**src/rtl/pipe_stage_buf.sv**
```systemverilog
//==============================================================================
// Module      : pipe_stage_buf
// Description : Valid/ready pipeline stage buffer with bubble (ctrl=0) insertion
//               and a saturating bubble counter. Define PIPE_STAGE_BUF_SKID_EN
//               for a registered-ready main+skid buffer.
// Revision    : 1.0 - initial release
//==============================================================================
`default_nettype none

module pipe_stage_buf #(
    parameter int DATA_W = 64,
    parameter int CTRL_W = 11,
    parameter int CNT_W  = 16
) (
    input  logic              clk_i,
    input  logic              rst_n,
    input  logic              flush_i,
    input  logic              in_valid_i,
    output logic              in_ready_o,
    input  logic [CTRL_W-1:0] in_ctrl_i,
    input  logic [DATA_W-1:0] in_data_i,
    output logic              out_valid_o,
    input  logic              out_ready_i,
    output logic [CTRL_W-1:0] out_ctrl_o,
    output logic [DATA_W-1:0] out_data_o,
    output logic [CNT_W-1:0]  bubble_cnt_o
);

    logic              r_main_valid;
    logic [CTRL_W-1:0] r_main_ctrl;
    logic [DATA_W-1:0] r_main_data;
    logic [CNT_W-1:0]  r_bubble_cnt;
    logic              w_in_xfer;
    logic              w_out_xfer;

    assign w_in_xfer  = in_valid_i & in_ready_o;
    assign w_out_xfer = r_main_valid & out_ready_i;

`ifdef PIPE_STAGE_BUF_SKID_EN
    logic              r_skid_valid;
    logic [CTRL_W-1:0] r_skid_ctrl;
    logic [DATA_W-1:0] r_skid_data;

    // Ready comes straight from a flop, so out_ready_i never reaches upstream.
    assign in_ready_o = ~r_skid_valid;

    always_ff @(posedge clk_i) begin
        if (!rst_n) begin
            r_main_valid <= 1'b0;
            r_main_ctrl  <= '0;
            r_main_data  <= '0;
            r_skid_valid <= 1'b0;
            r_skid_ctrl  <= '0;
            r_skid_data  <= '0;
        end else if (flush_i) begin
            r_main_valid <= 1'b0;
            r_skid_valid <= 1'b0;
        end else if (w_out_xfer) begin
            if (r_skid_valid) begin
                r_main_ctrl  <= r_skid_ctrl;
                r_main_data  <= r_skid_data;
                r_skid_valid <= 1'b0;
            end else if (w_in_xfer) begin
                r_main_ctrl  <= in_ctrl_i;
                r_main_data  <= in_data_i;
            end else begin
                r_main_valid <= 1'b0;
            end
        end else if (w_in_xfer) begin
            if (r_main_valid) begin
                r_skid_ctrl  <= in_ctrl_i;
                r_skid_data  <= in_data_i;
                r_skid_valid <= 1'b1;
            end else begin
                r_main_ctrl  <= in_ctrl_i;
                r_main_data  <= in_data_i;
                r_main_valid <= 1'b1;
            end
        end
    end
`else
    assign in_ready_o = ~r_main_valid | out_ready_i;

    // A simultaneous in/out transfer simply overwrites the head.
    always_ff @(posedge clk_i) begin
        if (!rst_n) begin
            r_main_valid <= 1'b0;
            r_main_ctrl  <= '0;
            r_main_data  <= '0;
        end else if (flush_i) begin
            r_main_valid <= 1'b0;
        end else if (w_in_xfer) begin
            r_main_ctrl  <= in_ctrl_i;
            r_main_data  <= in_data_i;
            r_main_valid <= 1'b1;
        end else if (w_out_xfer) begin
            r_main_valid <= 1'b0;
        end
    end
`endif

    // Flush does not clear the counter; only reset does.
    always_ff @(posedge clk_i) begin
        if (!rst_n) begin
            r_bubble_cnt <= '0;
        end else if (!r_main_valid && (r_bubble_cnt != {CNT_W{1'b1}})) begin
            r_bubble_cnt <= r_bubble_cnt + CNT_W'(1);
        end
    end

    assign out_valid_o  = r_main_valid;
    assign out_ctrl_o   = r_main_valid ? r_main_ctrl : '0;
    assign out_data_o   = r_main_data;
    assign bubble_cnt_o = r_bubble_cnt;

endmodule

`default_nettype wire

```
**config.mk**
```make
export PLATFORM = sky130hd
export DESIGN_NAME = pipe_stage_buf
export DESIGN_NICKNAME = d
export VERILOG_FILES = /design/src/rtl/pipe_stage_buf.sv
export SDC_FILE = /design/constraint.sdc
export NUM_CORES = 1
export LEC_CHECK = 0
export CAP_MARGIN = 20
export CORE_ASPECT_RATIO = 1.25
export CORE_MARGIN = 2
export CORE_UTILIZATION = 40
export CTS_CLUSTER_SIZE = 20
export DETAILED_ROUTE_END_ITERATION = 8
export PLACE_DENSITY_LB_ADDON = 0.12
export SLEW_MARGIN = 20
export SYNTH_ARGS = -nofsm -noshare
export SYNTH_HDL_FRONTEND = slang
export SYNTH_SLANG_ARGS = --single-unit
```
**constraint.sdc**
```tcl
create_clock -name clk_i -period 2 [get_ports clk_i]
set_clock_uncertainty 0.2 [all_clocks]
set_input_delay 0.2 -clock clk_i [delete_from_list [all_inputs] [get_ports clk_i]]
set_output_delay 0.2 -clock clk_i [all_outputs]
set_load 0.01 [all_outputs]
```
==> metrics.md, run 1 <==
| Metric | Value |
|---|---|
| Outcome | `completed` |
| Fillers | `roughly 800` |
| Setup crit end | `out_valid_o` |
| TritonRoute pass-1 iters | `4` |
| GRT overflow | `0` |
| DR DRC count | `0` |
| Clock Path Buffers | `2` |
| Yosys reg bits | `92` |
| Floorplan row count | `38` |
| DR vias/cell | `~4.8` |
| RSZ-0062 raised after global routing | `no` |
| Synth Net Count | `around 520` |
| CTS Buf Count | `9` |
| H-Tree Level Count | `3` |
| Pwr per Cell Area | `637.0 nW/um2` |
| HPWL after detailed placement | `between 6000 and 7000 um` |
| Worst vdd ir | `392.0 uV` |
| Routed via count | `roughly 3.6k` |
| Total wire length | `9717 um` |
| Final setup viols | `0` |
| Share of cells above drive strength 1 | `0.06472` |
| Gr usage total | `0.1970` |
| Syn Area/Cell | `roughly 8 um2` |
| CP arrival | `~1.4 ns` |
| Largest net degree at the start of global routing | `66` |
| Worst R2R Setup Slack | `0.17 ns` |
| Initial antenna violation count | `0` |
| Distinct cells, synth | `34` |
| Slew Viols, Final | `0` |
| Clk slew on worst S/H paths | `~0.090 ns` |
| CP required | `1.60 ns` |
| Hold Vio Cnt, Final | `0` |
| Achievable Freq | `~540 MHz` |
| Setup TNS | `0 ns` |
| Root buf cell | `clkbuf_8` |
| Max-slew headroom | `0.7986` |
| CTS Hold Bufs | `0` |
| P_leak | `2.065 nW` |
| Startpoint Class | `flop` |
| Full die area | `roughly 9600 um2` |
| Core area | `8606 um2` |
| Initial core utilization | `0.4083` |
| Area contributors post-synth | `dfxtp_1 52%, nand2_1 17%, a21oi_1 12%` |
| Share of Yosys cell area claimed by the top area cell type | `0.5242` |
| Worst-Skew Late Latency | `0.35 ns` |
| Antenna viol nets, final | `0` |
| HP Class | `in2reg` |
| Cell Area, Synth | `between 3000 and 4000 um2` |
| Critical Path End Type | `output pin` |
| # diodes | `0` |
| Vias in the first global route | `~3.3k` |
| Fin area | `approximately 5600 um2` |
| Layout area overhead | `60.11%` |
| Slew @ Worst Pin | `slightly above 0.3 ns` |
| Final Cycle Share | `0.9208` |
| Placed inst area | `roughly 5400 um2` |
| DR WL/cell | `approximately 13 um` |
| Register Area | `~1800 um2` |
| Port buffer count | `between 150 and 200` |
| CTS tree | `built` |
| Die span in y | `between 100 and 150 um` |
| Multi-input logic area | `1549 um2` |
| Yosys Warn Count | `0` |
| Placer Congestion | `about 0.74` |
| Total of max-cap violations | `0` |
| Crit. Startpoint | `out_valid_o` |
| Most area-hungry cell type in the Yosys netlist | `dfxtp_1` |
| 1st-iter DRT viols | `around 150` |
| Kind of critical path | `reg2out` |
| Syn Inst Count | `roughly 440` |
| First-pass GRT wire length | `roughly 15000 um` |
| Die X | `87.83 um` |
| Crit path time final | `between 1.5 and 2 ns` |
| Worst-case reg-to-reg path depth | `5` |
| Worst R2R End | `bubble_cnt_o[8]` |
| Critical R2R Launch | `bubble_cnt_o[0]` |
| CTS Sinks | `just over 90` |
| Seq/Total Area, Yosys | `0.5242` |
| IO Count | `173` |
| Fin nets | `between 600 and 700` |
| Critical Path Fanout Max | `11` |
## report_power, final
part	total [mW]	internal, mW	switching [mW]
sequential	1.95	1.91	0.0425
clock	1.09	0.444	0.642
combinational	0.547	0.323	0.224
total	3.58	2.67	0.909
## final cells by class
type | instances | share of cell area
clock buffer | 9 | 0.02202
tap | 120 | 0.02669
sequential | 92 | 0.3281
clock inverter | 7 | 0.007785
timing repair buffer | 188 | 0.3367
inverter | 5 | 0.003336
multi-input combinational | 317 | 0.2754
## critical path, cell delays in order (launching register included)
cell and delay, ns:
dfxtp_4 0.40, buf_4 0.15, clkdlybuf4s50_1 0.54
## per-layer routing
layer | share of wire | up-vias | global-route usage
met5 | 0 | - | 0
met1 | 0.41 | 1609 | 0.2330
met2 | 0.48 | 131 | 0.3176
met3 | 0.086 | 19 | 0.06435
li1 | - | 1799 | -
met4 | 0.027 | 0 | 0.09890
## sequential cells by signal, summed over array words and instances, names as in the netlist
name          cells
bubble_cnt_o     16
out_data_o       64
out_valid_o       1
r_main_ctrl      11
## worst min path at each step
stage                     endpoint            from  cells past startpoint
global placement    r_main_ctrl[6]  r_main_ctrl[6]                      2
detailed placement  r_main_ctrl[4]  r_main_ctrl[4]                      2
global route        out_data_o[63]   in_data_i[63]                      3
finish               out_data_o[8]    in_data_i[8]                      3
floorplan              out_valid_o         flush_i                      1
CTS                  out_data_o[8]    in_data_i[8]                      3
## repair_timing
action | in CTS | in global routing
buffers inserted | 0 | 0
setup endpoints to repair | 13 | 4
gates resized for setup | 4 | 3
## synth_stat cells
master	n
ha_1	1
nor2_1	5
nand4_1	6
nor4_1	1
and4_4	1
nor3b_1	1
or4_1	2
and3_1	2
a21oi_1	84
dfxtp_1	92
nor4b_1	1
and2b_1	1
o311a_1	1
clkbuf_1	15
or3_1	1
nand4_4	1
o21bai_1	1
nand3_1	4
a31oi_1	1
o41a_1	1
and3b_1	1
and4b_2	1
o21ai_0	3
o31ai_1	2
and2_1	11
buf_2	12
nand2b_1	7
nor3_1	5
nand3b_1	1
inv_1	5
nor3_2	1
nor3b_2	1
mux2i_1	7
nand2_1	162
## layout by cell type (no fill, tap or decap), types with 2 or more instances in the layout
cell type        synthesis  layout
nor3_1                   5       5
dlymetal6s2s_1           0       2
clkbuf_8                 0       9
o21ai_0                  3       3
dlygate4sd2_1            0       2
nor2_1                   5       5
nand2_1                162     162
and3_1                   2       2
clkinvlp_4               0       2
buf_12                   0       4
or4_1                    2       2
o31ai_1                  2       2
buf_4                    0      12
clkdlybuf4s50_1          0     168
and2_1                  11      11
mux2i_1                  7       7
dfxtp_1                 92      91
nand3_1                  4       4
a21oi_1                 84      84
nand4_1                  6       6
inv_1                    5       4
clkinv_2                 0       4
nand2b_1                 7       7
## through the flow
step           setup WS, ns  instances    util  power, mW  hold WS [ns]
4_1_cts            0.005069        738  0.6524      3.637        0.1579
6_report             0.1583        738  0.6537      3.583        0.1774
3_3_place_gp         0.1071        722  0.6327      2.535        0.2383
3_5_place_dp        0.04588        722  0.6327      2.545        0.2466
5_1_grt             0.05716        738  0.6537      3.743        0.1694
2_1_floorplan        0.2861        441       -      2.190       0.07931
## logic make-up after synthesis
| logic type | synth area share |
|---|---|
| and+or+nand+nor | 0.2756 |
| AOI/OAI and AO/OA | 0.1382 |
| DFF | 0.5242 |
| adders and majority gates | 0.003561 |
| muxes | 0.01994 |
| buffers and inverters | 0.03846 |
Note: power is estimated with default switching activity, not from simulation.
==> inputs of run 2 (changes only) <==
- RECOVER_POWER: not set -> 25
- SKIP_LAST_GASP: not set -> 1
==> run 2 against run 1 <==
Net effect:
- fmax shrank 5.6%
- register-to-register slack is essentially flat
- critical path depth grew 1
- routed wire length shrank 0.25%
- cell count is the same
- total power shrank 0.59%
- global-route usage is the same
- critical path type unchanged
- critical endpoint is now out_ctrl_o[7]
- highest routed layer unchanged
==> metrics.md, run 2 (same netlist as run 1, synthesis figures left out) <==
| Metric | Value |
|---|---|
| Fin area | `5610 um2` |
| DR DRC count | `0` |
| Critical Path Fanout Max | `11` |
| Util after Layout | `0.6519` |
| DR WL/cell | `about 13 um` |
| Vias in the first global route | `approximately 3.3k` |
| Achievable Freq | `around 500 MHz` |
| CTS tree | `built` |
| Crit path largest cell delay | `0.53 ns` |
| Outcome | `completed` |
| Worst path cell trace | `buf_4, and2_1, clkdlybuf4s50_1` |
| Full die area | `~9600 um2` |
| Initial core utilization | `0.4083` |
| Die span in y | `about 110 um` |
| Layout area overhead | `59.69%` |
| CTS Buf Count | `9` |
| Hold Vio Cnt, Final | `0` |
| Slew Viols, Final | `0` |
| Clk slew on worst S/H paths | `around 0.09 ns` |
| Commonest cells after routing, fill and taps aside | `162 x nand2_1, 126 x clkdlybuf4s50_1, 91 x dfxtp_1, 84 x a21oi_1, 43 x dlygate4sd3_1` |
| GRT overflow | `0` |
| Placed inst area | `around 5400 um2` |
| Worst vdd ir | `around 390 uV` |
| DR vias/cell | `4.816` |
| Routed via count | `~3.6k` |
| Critical Path End Type | `output pin` |
| Worst-Skew Late Latency | `0.36 ns` |
| CTS Sinks | `92` |
| Largest net degree at the start of global routing | `66` |
| Cell Count, Final, Fillers Out | `738` |
| Root buf cell | `clkbuf_8` |
| Total of max-cap violations | `0` |
| Max-slew headroom | `0.5957` |
| P_leak | `around 2.2 nW` |
| # diodes | `0` |
| Placer Congestion | `between 0.7 and 0.8` |
| Final Cycle Share | `0.9753` |
| Gr usage total | `0.1970` |
| Max FFs per register | `between 60 and 70` |
| Fillers | `between 700 and 800` |
| Share of cells above drive strength 1 | `0.06472` |
| H-Tree Level Count | `3` |
| TritonRoute pass-1 iters | `4` |
| Initial antenna violation count | `0` |
| Crit path time final | `slightly below 2 ns` |
| IO Count | `173` |
| Kind of critical path | `reg2out` |
| CP required | `between 1.5 and 2 ns` |
| Die X | `approximately 90 um` |
| Final setup viols | `0` |
| Total wire length | `approximately 9700 um` |
| HPWL after detailed placement | `roughly 6900 um` |
| First-pass GRT wire length | `about 15000 um` |
| Fin nets | `694` |
| WHS | `0.1770 ns` |
| CP arrival | `between 1.5 and 2 ns` |
| RSZ-0062 raised after global routing | `yes` |
| Clock Path Buffers | `2` |
| Post-CTS Setup Inserts | `0` |
| Port buffer count | `between 150 and 200` |
| Floorplan row count | `38` |
| HP Class | `in2reg` |
| Antenna viol nets, final | `0` |
| Setup TNS | `0 ns` |
| Pwr per Cell Area | `634.9 nW/um2` |
| Slew @ Worst Pin | `0.6064 ns` |
| Core area | `8606 um2` |
| Commonest non-fill, non-tap cell in the layout | `nand2_1` |
| Startpoint Class | `flop` |
| Cells after DPL | `a little over 700` |
| Critical path's slowest cell | `clkdlybuf4s50_1` |
| 1st-iter DRT viols | `about 130` |
-- run 2: critical path, delay by kind of cell (launching register included) --
family                 cells  cell delay (ns)
flip-flops                 1             0.40
AND/OR/NAND/NOR            1             0.12
buffers and inverters      2             0.68
-- run 2: metrics by stage --
stage	power (mW)	worst slack (ns)
after floorplan	2.190	0.2861
after global placement	2.535	0.1071
after detailed placement	2.545	0.04588
after CTS	3.637	0.005069
after global routing	3.724	-0.02110
final	3.562	0.04946
-- run 2: repair_timing --
action | 4_1_cts | 5_1_grt
resized for setup | 4 | 2
endpoints found under the setup margin | 13 | 4
endpoints found under the hold margin | 0 | 0
hold buffers | 0 | 0
-- run 2: layout make-up --
type,instances,area [um2],share of cell area
Clock buffer,9,123.9,0.02208
Clock inverter,7,43.79,0.007806
Inverter,5,18.77,0.003345
Multi-Input combinational cell,317,1549,0.2761
Sequential cell,92,1846,0.3289
Tap cell,120,150.1,0.02676
Timing Repair Buffer,188,1879,0.3350
-- run 2: worst paths after layout --
kind / from / endpoint / slack [ns] / cells after the start
worst max register to register: bubble_cnt_o[0] / bubble_cnt_o[8] / 0.16 / 5
worst max-delay path: out_valid_o / out_ctrl_o[7] / 0.05 / 3
worst min-delay path: in_data_i[8] / out_data_o[8] / 0.18 / 3
worst min register to register: out_data_o[39] / out_data_o[39] / 0.25 / 2
-- run 2: power breakdown --
group | switching, mW | internal (mW)
Sequential | 0.0409 | 1.91
Clock | 0.640 | 0.444
Combinational | 0.223 | 0.306
Total | 0.905 | 2.66
-- run 2: layer usage --
| metal | part of all wire | GRT usage | vias to the layer above | wire length, um |
|---|---|---|---|---|
| li1 | - | - | 1801 | - |
| met1 | 0.41 | 0.2330 | 1596 | 3970 |
| met2 | 0.47 | 0.3176 | 138 | 4590 |
| met3 | 0.089 | 0.06435 | 19 | 867 |
| met4 | 0.027 | 0.09890 | 0 | 264 |
| met5 | 0 | 0 | - | 0 |
==> inputs of run 3 (changes only) <==
- CAP_MARGIN: 20 -> not set
==> results of run 3 <==
No change in the layout: final DEF, timing and power equal those of run 2.
